$ cat src/rtl/ssd1306_spi_receiver.sv
// ssd1306_spi_receiver
//
// Write-only SSD1306-style SPI slave. SPI pins are synchronised into the clk_in domain.
// Mode-0 bytes are assembled from them and split by the dc pin into GDDRAM writes (dc=1)
// or parsed commands (dc=0).
//
// Optional feature: define SSD1306_RX_SYNC_DETECT_EN to enable frame-sync detection.
// The command sequence 0x40, 0xD3, 0x00 then pulses sync_det and rewinds the write pointer.
// Without the macro, sync_det is tied low.
//
// Ports
//   clk_in          system clock
//   reset_in        synchronous active-high reset
//   oled_csn        SPI chip select, active low (asynchronous)
//   oled_dc         1 = display data, 0 = command (asynchronous)
//   oled_clk        SPI clock, idles low, at most clk_in/4 (asynchronous)
//   oled_mosi       SPI data, MSB first (asynchronous)
//   byte_valid      one-cycle strobe per received byte
//   byte_data       received byte, valid with byte_valid
//   byte_dc         dc tag of the received byte, valid with byte_valid
//   pix_we          one-cycle GDDRAM write strobe
//   pix_addr        GDDRAM write address (page*128+column)
//   pix_data        GDDRAM write data (one 8-pixel vertical column)
//   display_on      1 after 0xAF, 0 after 0xAE
//   start_line      last display start line (from 0x40-0x7F)
//   display_offset  argument of the last 0xD3 command
//   frame_done      pulse with the write to address 1023
//   sync_det        pulse when the sync command sequence completes

module ssd1306_spi_receiver (
    input  logic       clk_in,
    input  logic       reset_in,
    input  logic       oled_csn,
    input  logic       oled_dc,
    input  logic       oled_clk,
    input  logic       oled_mosi,
    output logic       byte_valid,
    output logic [7:0] byte_data,
    output logic       byte_dc,
    output logic       pix_we,
    output logic [9:0] pix_addr,
    output logic [7:0] pix_data,
    output logic       display_on,
    output logic [5:0] start_line,
    output logic [5:0] display_offset,
    output logic       frame_done,
    output logic       sync_det
);

    typedef enum logic [1:0] {
        C_OP   = 2'd0,
        C_ARG1 = 2'd1,
        C_ARG2 = 2'd2
    } cmd_state_e;

`ifdef SSD1306_RX_SYNC_DETECT_EN
    typedef enum logic [1:0] {
        SyncNone  = 2'd0,
        SyncSaw40 = 2'd1,
        SyncSawD3 = 2'd2
    } sync_state_e;

    sync_state_e sync_state;
`endif

    // Two-flop synchronisers; index [1] is the synchronised value.
    logic [1:0] csn_sync;
    logic [1:0] dc_sync;
    logic [1:0] sclk_sync;
    logic [1:0] mosi_sync;
    logic       sclk_prev;
    logic       sclk_rise;

    logic [6:0] shift_reg;
    logic [2:0] bit_cnt;
    logic       rx_valid;
    logic [7:0] rx_byte;
    logic       rx_dc;

    cmd_state_e cmd_state;
    logic [7:0] opcode;
    logic [9:0] wr_ptr;

    assign sclk_rise = sclk_sync[1] & ~sclk_prev;

    function automatic logic is_one_arg(input logic [7:0] op);
        case (op)
            8'h20, 8'h81, 8'h8D, 8'hA8, 8'hD3,
            8'hD5, 8'hD9, 8'hDA, 8'hDB: is_one_arg = 1'b1;
            default:                    is_one_arg = 1'b0;
        endcase
    endfunction

    function automatic logic is_two_arg(input logic [7:0] op);
        is_two_arg = (op == 8'h21) || (op == 8'h22);
    endfunction

    // SPI front end: synchronise, detect sclk rising edges, assemble bytes.
    always_ff @(posedge clk_in) begin
        if (reset_in) begin
            csn_sync  <= '0;
            dc_sync   <= '0;
            sclk_sync <= '0;
            mosi_sync <= '0;
            sclk_prev <= 1'b0;
            shift_reg <= '0;
            bit_cnt   <= '0;
            rx_valid  <= 1'b0;
            rx_byte   <= '0;
            rx_dc     <= 1'b0;
        end else begin
            csn_sync  <= {csn_sync[0], oled_csn};
            dc_sync   <= {dc_sync[0], oled_dc};
            sclk_sync <= {sclk_sync[0], oled_clk};
            mosi_sync <= {mosi_sync[0], oled_mosi};
            sclk_prev <= sclk_sync[1];
            rx_valid  <= 1'b0;

            // Deselect both ignores sclk and drops any partial byte.
            if (csn_sync[1]) begin
                bit_cnt <= '0;
            end else if (sclk_rise) begin
                shift_reg <= {shift_reg[5:0], mosi_sync[1]};
                bit_cnt   <= bit_cnt + 3'd1;
                if (bit_cnt == 3'd7) begin
                    rx_valid <= 1'b1;
                    rx_byte  <= {shift_reg, mosi_sync[1]};
                    rx_dc    <= dc_sync[1];
                end
            end
        end
    end

    // Byte dispatch: GDDRAM writes and the command parser, all outputs registered.
    // The parser survives csn deassertion so commands may span frames.
    always_ff @(posedge clk_in) begin
        if (reset_in) begin
            cmd_state      <= C_OP;
            opcode         <= '0;
            wr_ptr         <= '0;
            byte_valid     <= 1'b0;
            byte_data      <= '0;
            byte_dc        <= 1'b0;
            pix_we         <= 1'b0;
            pix_addr       <= '0;
            pix_data       <= '0;
            display_on     <= 1'b0;
            start_line     <= '0;
            display_offset <= '0;
            frame_done     <= 1'b0;
`ifdef SSD1306_RX_SYNC_DETECT_EN
            sync_state     <= SyncNone;
            sync_det       <= 1'b0;
`endif
        end else begin
            byte_valid <= rx_valid;
            pix_we     <= 1'b0;
            frame_done <= 1'b0;
`ifdef SSD1306_RX_SYNC_DETECT_EN
            sync_det   <= 1'b0;
`endif
            if (rx_valid) begin
                byte_data <= rx_byte;
                byte_dc   <= rx_dc;
                if (rx_dc) begin
                    // Data aborts any pending command arguments.
                    pix_we     <= 1'b1;
                    pix_addr   <= wr_ptr;
                    pix_data   <= rx_byte;
                    frame_done <= (wr_ptr == 10'd1023);
                    wr_ptr     <= wr_ptr + 10'd1;
                    cmd_state  <= C_OP;
`ifdef SSD1306_RX_SYNC_DETECT_EN
                    sync_state <= SyncNone;
`endif
                end else begin
                    unique case (cmd_state)
                        C_OP: begin
                            if (rx_byte[7:6] == 2'b01) begin
                                start_line <= rx_byte[5:0];
                            end else if (rx_byte == 8'hAE) begin
                                display_on <= 1'b0;
                            end else if (rx_byte == 8'hAF) begin
                                display_on <= 1'b1;
                            end else if (is_one_arg(rx_byte) || is_two_arg(rx_byte)) begin
                                opcode    <= rx_byte;
                                cmd_state <= C_ARG1;
                            end
`ifdef SSD1306_RX_SYNC_DETECT_EN
                            // A 0x40 always (re)starts a match.
                            if (rx_byte == 8'h40) begin
                                sync_state <= SyncSaw40;
                            end else if (rx_byte == 8'hD3 && sync_state == SyncSaw40) begin
                                sync_state <= SyncSawD3;
                            end else begin
                                sync_state <= SyncNone;
                            end
`endif
                        end
                        C_ARG1: begin
                            if (opcode == 8'hD3) begin
                                display_offset <= rx_byte[5:0];
                            end
                            cmd_state <= is_two_arg(opcode) ? C_ARG2 : C_OP;
`ifdef SSD1306_RX_SYNC_DETECT_EN
                            if (sync_state == SyncSawD3 && rx_byte == 8'h00) begin
                                sync_det <= 1'b1;
                                wr_ptr   <= '0;
                            end
                            sync_state <= SyncNone;
`endif
                        end
                        C_ARG2: begin
                            cmd_state <= C_OP;
`ifdef SSD1306_RX_SYNC_DETECT_EN
                            sync_state <= SyncNone;
`endif
                        end
                        default: begin
                            cmd_state <= C_OP;
                        end
                    endcase
                end
            end
        end
    end

`ifndef SSD1306_RX_SYNC_DETECT_EN
    assign sync_det = 1'b0;
`endif

endmodule

$ cat config.mk
export PLATFORM = sky130hd
export DESIGN_NAME = ssd1306_spi_receiver
export DESIGN_NICKNAME = d
export VERILOG_FILES = /design/src/rtl/ssd1306_spi_receiver.sv
export SDC_FILE = /design/constraint.sdc
export NUM_CORES = 1
export LEC_CHECK = 0
export BUFFER_PORTS_ARGS = -buffer_cell sky130_fd_sc_hd__buf_2
export CAP_MARGIN = 20
export CORE_ASPECT_RATIO = 0.5
export CORE_UTILIZATION = 32
export DETAILED_ROUTE_END_ITERATION = 16
export GPL_ROUTABILITY_DRIVEN = 0
export MAX_ROUTING_LAYER = met4
export SLEW_MARGIN = 30
export SYNTH_ARGS = -nofsm -noshare
export SYNTH_HDL_FRONTEND = slang
export SYNTH_SLANG_ARGS = --single-unit
$ cat constraint.sdc
create_clock -name clk_in -period 3.7 [get_ports clk_in]
set_input_delay 0.37 -clock clk_in [delete_from_list [all_inputs] [get_ports clk_in]]
set_output_delay 0.37 -clock clk_in [all_outputs]
set_load 0.03 [all_outputs]
==> summary.md, run 1 <==
| Metric | Value |
|---|---|
| Top post-synthesis cells by area | `dfxtp_1 52%, mux2i_1 9.9%, nand2_1 7.0%` |
| Via Count | `2,546` |
| Synth Warn # | `0` |
| Routed WL per cell | `12.44 um` |
| Initial Util | `roughly a third` |
| Ant diodes | `0` |
| Minimum clock period | `about 2200 ps` |
| Pwr/cell area | `469.5 nW/um^2` |
| Grt ovf | `0` |
| Synthesis-to-finish area growth | `17.17%` |
| Largest net degree at the start of global routing | `64` |
| CTS buffer count | `9` |
| Worst setup SP type | `flip-flop` |
| DR iter-0 viols | `98` |
| DRC Markers | `0` |
| Clk buf depth | `2` |
| Setup bufs post-CTS | `0` |
| Wire length of the first global-routing pass | `11.79 mm` |
| DP HPWL | `4.569 mm` |
| Clock sink total | `92` |
| Placed cell area | `about 3800 um^2` |
| Top cell type's share of synthesized area | `between 50% and 60%` |
| Setup TNS | `0 ps` |
| Most common cell after layout, fill and taps aside | `dfxtp_1` |
| Post-cts sizing count | `0` |
| Root Driver | `clkbuf_16` |
| Final Hold Vio Count | `0` |
| Most frequent cells in the layout | `92 x dfxtp_1, 66 x nand2_1, 48 x buf_2` |
| Fin util | `between 30% and 40%` |
| Max VDD drop | `approximately 0.00021 V` |
| Core box area | `10,440 um^2` |
| Unique cell type count in the Yosys netlist | `43` |
| Post-synthesis sequential area ratio | `52.22%` |
| Avg Cell Area, Syn | `9.185 um^2` |
| GRT Overall Usage | `13.50%` |
| Mapped cell area | `between 3000 and 4000 um^2` |
| Final Cell Area | `4133 um^2` |
| Crit path capture type | `flip-flop` |
| Lkg Pwr | `0.001559 uW` |
| Flops & latches, synth | `92` |
| CP required | `3970 ps` |
| Post-synthesis cell count | `384` |
| NumNets Final | `428` |
| Full die area | `11,470 um^2` |
| ANT nets after route | `0` |
| Final Max Slew Viols | `0` |
| Critical path arrival | `2450 ps` |
| Reg area | `1842 um^2` |
| Cts-stage hold buffer count | `0` |
| # IOs | `50` |
| Outcome | `finished clean` |
| CP Class | `flip-flop to flip-flop` |
| Mapped Nets | `393` |
| DR vias/cell | `4.514` |
| CTS clk-pin slew, worst paths | `60 ps` |
| Die Wd | `150.5 um` |
| Clock Skew | `4.525 ps` |
| Rel. slew slack | `43.43%` |
| H-tree Lvls | `3` |
| Worst Tran Pin Value | `~850 ps` |
| Synth async-reset ratio | `0%` |
| CTS tree | `yes` |
| Fmax | `458.5 MHz` |
| PnR Total Power | `about 1900 uW` |
| Dominant synthesized flop cell | `dfxtp_1` |
| Biggest regs | `pix_addr (10), wr_ptr (10)` |
| RSZ-0062 raised after global routing | `no` |
| CP Max Fanout | `21` |
| Final WL | `7.015 mm` |
| DR pass1 iterations | `4` |
| Antenna violations before repair | `0` |
| Yosys top cell by area | `dfxtp_1` |
| Area of the multi-input gates | `1541 um^2` |
| Layout cells sized above 1 | `17.45%` |
| Vias in the first global route | `2,376` |
| Count of input and output buffers | `48` |
| Die Y-Extent | `76.24 um` |
| Finish-stage setup viols | `0` |
| Fin crit share | `a little under 60%` |
| Max cap viols | `0` |
| Post-synth EDFFs | `0` |
| Worst Hold Class | `primary input to flip-flop` |
| # rows | `26` |
| Filler cells | `1,057` |
| Worst skew pair latency | `340 ps` |
[where the power goes]
group | switching (uW) | internal (uW) | total (uW)
clock network | 386 | 527 | 913
registers | 2.07 | 995 | 997
logic | 20.3 | 9.73 | 30.1
[layer usage]
metal | global-route usage (%) | wire [um] | up-vias
met4 | 5.152 | 91 | 0
met3 | 4.491 | 306 | 7
met2 | 18.76 | 2947 | 30
met5 | - | 0 | -
met1 | 17.92 | 3670 | 1170
li1 | - | - | 1339
[path summary, 6_finish.rpt]
kind	start	end	slack, ps	cells past startpoint
max	rx_valid	wr_ptr[7]	1520	5
min	oled_mosi	mosi_sync[0]	240	2
max reg2reg	rx_valid	wr_ptr[7]	1520	5
min reg2reg	sclk_sync[0]	sclk_sync[1]	440	1
[critical path, stage by stage (launching register included)]
cell and delay [ps]:
dfxtp_1 840, nand2_1 100, buf_4 250, or3_1 460, or3_1 330, a21oi_1 130
[kinds of logic after synthesis]
| logic type | after synthesis | share of synthesized area [%] |
|---|---|---|
| adder cells (fa/ha/maj) | 4 | 1.348 |
| buffers and inverters | 30 | 4.079 |
| other | 1 | 0.1063 |
| AO/OA/AOI/OAI | 42 | 6.634 |
| multiplexers | 35 | 9.933 |
| AND/OR/NAND/NOR | 171 | 23.45 |
| flip-flops | 92 | 52.22 |
| XOR/XNOR | 9 | 2.235 |
[layout make-up]
class | count | share of cell area, %
clock inverters | 7 | 1.817
clock buffers | 9 | 5.450
multi-input cells | 262 | 37.30
flip-flops and latches | 92 | 44.57
well taps | 140 | 4.239
repair buffers | 51 | 6.358
inverters | 3 | 0.2725
[cell usage after synthesis, types with 7 or more instances]
master,instances
clkbuf_1,16
nor2_1,39
mux2i_1,35
dfxtp_1,92
nor2b_1,12
nand2b_1,16
nand4_1,7
nand2_1,66
a21oi_1,32
[metrics by stage]
step | hold WS, ps | worst slack, ps | instances
3_3_place_gp | 417.9 | 1511 | 548
4_1_cts | 225.9 | 1500 | 564
5_1_grt | 239.1 | 1275 | 564
3_5_place_dp | 423.3 | 1516 | 548
6_report | 238.5 | 1519 | 564
2_1_floorplan | 413.8 | 2190 | 384
Note: power is estimated with default switching activity, not from simulation.
==> run 2, diff against run 1 <==
clock period = 2 ns   (was 3.7 ns; I/O delays follow)
==> run 2 against run 1 <==
Effect of this change:
- utilization increased by 0.59 points
- die area unchanged
- design area up 1.5%
- critical endpoint is now opcode[2]
- non-clock buffer count rose by 6
- final cell count is 1.1% higher
- largest cell class unchanged
==> summary.md, run 2 (synthesized netlist as in run 1, its figures left out) <==
| Metric | Value |
|---|---|
| Outcome | `finished clean (unchanged)` |
| CTS buffer count | `9 (unchanged)` |
| H-tree Lvls | `3 (unchanged)` |
| Switch share | `20.14% (was 21.07%)` |
| Die Wd | `150.5 um (unchanged)` |
| Max VDD drop | `0.0003251 V (was 0.0002119 V)` |
| Most common cell after layout, fill and taps aside | `dfxtp_1 (unchanged)` |
| Fmax | `544.7 MHz (was 458.5 MHz)` |
| CP Max Fanout | `13 (was 21)` |
| Wire length of the first global-routing pass | `11.96 mm (was 11.79 mm)` |
| CP top delay family | `simple AND/OR/NAND/NOR gates (unchanged)` |
| Full die area | `11,470 um^2 (unchanged)` |
| Clock Skew | `4.157 ps (was 4.525 ps)` |
| Antenna violations before repair | `0 (unchanged)` |
| Setup bufs post-CTS | `0 (unchanged)` |
| Cts-stage hold buffer count | `0 (unchanged)` |
| Clock sink total | `92 (unchanged)` |
| Switch Pwr | `744.6 uW (was 408.7 uW)` |
| ANT nets after route | `0 (unchanged)` |
| CP Class | `flip-flop to flip-flop (unchanged)` |
| Placed cell area | `3877 um^2 (was 3832 um^2)` |
| Synthesis-to-finish area growth | `18.91% (was 17.17%)` |
| Critical path arrival | `2100 ps (was 2450 ps)` |
| Cell Chain, Critical Path | `and4bb_2 -> nor2_1 -> o32a_1 -> or3b_1 -> o21ai_0 (was nand2_1 -> buf_4 -> or3_1 -> or3_1 -> a21oi_1)` |
| Grt ovf | `0 (unchanged)` |
| Final WL | `7.243 mm (was 7.015 mm)` |
| # rows | `26 (unchanged)` |
| Buf/Inv on CP | `0 (was 1)` |
| Fin crit share | `91.80% (was 58.95%)` |
| Most frequent cells in the layout | `92 x dfxtp_1, 66 x nand2_1, 48 x buf_2 (unchanged)` |
| CTS clk-pin slew, worst paths | `60 ps (about the same)` |
| Max cap viols | `0 (unchanged)` |
| Rel. slew slack | `52.06% (was 43.43%)` |
| Crit path from | `rx_byte[3] (was rx_valid)` |
| Worst skew pair latency | `340 ps (about the same)` |
| RSZ-0062 raised after global routing | `no (unchanged)` |
| Clock share of power | `48.5% (was 47.1%)` |
| Crit path capture type | `flip-flop (unchanged)` |
| Max incr delay on CP | `610 ps (was 840 ps)` |
| DR iter-0 viols | `121 (was 98)` |
| Fin util | `40.16% (was 39.58%)` |
| DP HPWL | `4.782 mm (was 4.569 mm)` |
| Count of input and output buffers | `48 (unchanged)` |
| Die Y-Extent | `76.24 um (unchanged)` |
| Final Hold Vio Count | `0 (unchanged)` |
| CP required | `2270 ps (was 3970 ps)` |
| GRT Overall Usage | `13.99% (was 13.50%)` |
| Register share of total power | `49.9% (was 51.4%)` |
| CTS tree | `yes (unchanged)` |
| Minimum clock period | `1836 ps (was 2181 ps)` |
| Crit path max-delay cell type | `dfxtp_1 (unchanged)` |
| DR vias/cell | `4.575 (was 4.514)` |
| Post-cts sizing count | `0 (unchanged)` |
| Core box area | `10,440 um^2 (unchanged)` |
| Ant diodes | `0 (unchanged)` |
| # IOs | `50 (unchanged)` |
| Final Max Slew Viols | `0 (unchanged)` |
| Largest net degree at the start of global routing | `77 (was 64)` |
| Worst setup SP type | `flip-flop (unchanged)` |
| NumNets Final | `434 (was 428)` |
| Root Driver | `clkbuf_16 (unchanged)` |
| RR Startpoint | `rx_byte[3] (was rx_valid)` |
| Cell Int Power | `2952 uW (was 1531 uW)` |
| DR pass1 iterations | `4 (unchanged)` |
| Pwr/cell area | `881.3 nW/um^2 (was 469.5 nW/um^2)` |
| Worst Hold Class | `primary input to flip-flop (unchanged)` |
| Biggest regs | `pix_addr (10), wr_ptr (10) (unchanged)` |
| Lkg Pwr | `0.001607 uW (was 0.001559 uW)` |
| Comb pwr share | `1.6% (was 1.5%)` |
| Layout cells sized above 1 | `18.60% (was 17.45%)` |
| Routed WL per cell | `12.71 um (was 12.44 um)` |
| Vias in the first global route | `2,422 (was 2,376)` |
| Hold_sp | `oled_mosi (unchanged)` |
| Final Cell Area | `4194 um^2 (was 4133 um^2)` |
| Finish-stage setup viols | `0 (unchanged)` |
| Initial Util | `33.78% (unchanged)` |
| Worst Tran Pin Value | `719.2 ps (was 846.9 ps)` |
| Via Count | `2,608 (was 2,546)` |
| Clk buf depth | `2 (unchanged)` |
| DRC Markers | `0 (unchanged)` |
| Setup TNS | `0 ps (unchanged)` |
[run 2: final cells by class]
| type | count | area [um^2] |
|---|---|---|
| Multi-Input combinational cell | 262 | 1541 |
| Clock inverter | 7 | 91.34 |
| Fill cell | 1066 | 6248 |
| Inverter | 3 | 11.26 |
| Tap cell | 140 | 175.2 |
| Sequential cell | 92 | 1842 |
| Clock buffer | 9 | 225.2 |
| Timing Repair Buffer | 57 | 307.8 |
[run 2: stage by stage]
stage          hold WS, ps  total power [uW]  std cells  worst slack (ps)
2_1_floorplan        283.1              1932        384             489.9
3_3_place_gp         408.3              1947        554             244.3
3_5_place_dp         413.3              1947        554             200.6
4_1_cts              42.75              3763        570             160.6
5_1_grt              60.95              3844        570             45.33
6_report             58.96              3696        570             164.0
[run 2: power groups by stage]
stage	Sequential [uW]	Combinational (uW)	Clock [uW]
CTS	1840	60.7	1860
detailed placement	1890	60.6	0
finish	1840	59.9	1790
global route	1840	67.3	1930
global placement	1890	60.7	0
floorplan	1890	46.4	0
[run 2: layer usage]
layer  GRT usage [%]  vias up  routed length, um
li1                -     1355                  -
met3           5.629        7                352
met4           5.152        0                 64
met2           19.26       40               3140
met5               -        -                  0
met1           18.21     1206               3686
[run 2: path summary, 6_finish.rpt]
check,end,slack [ps],depth (start not counted)
worst max-delay path,opcode[2],160,5
worst min-delay path,mosi_sync[0],60,2
worst max register to register,opcode[2],160,5
worst min register to register,sclk_sync[1],440,1
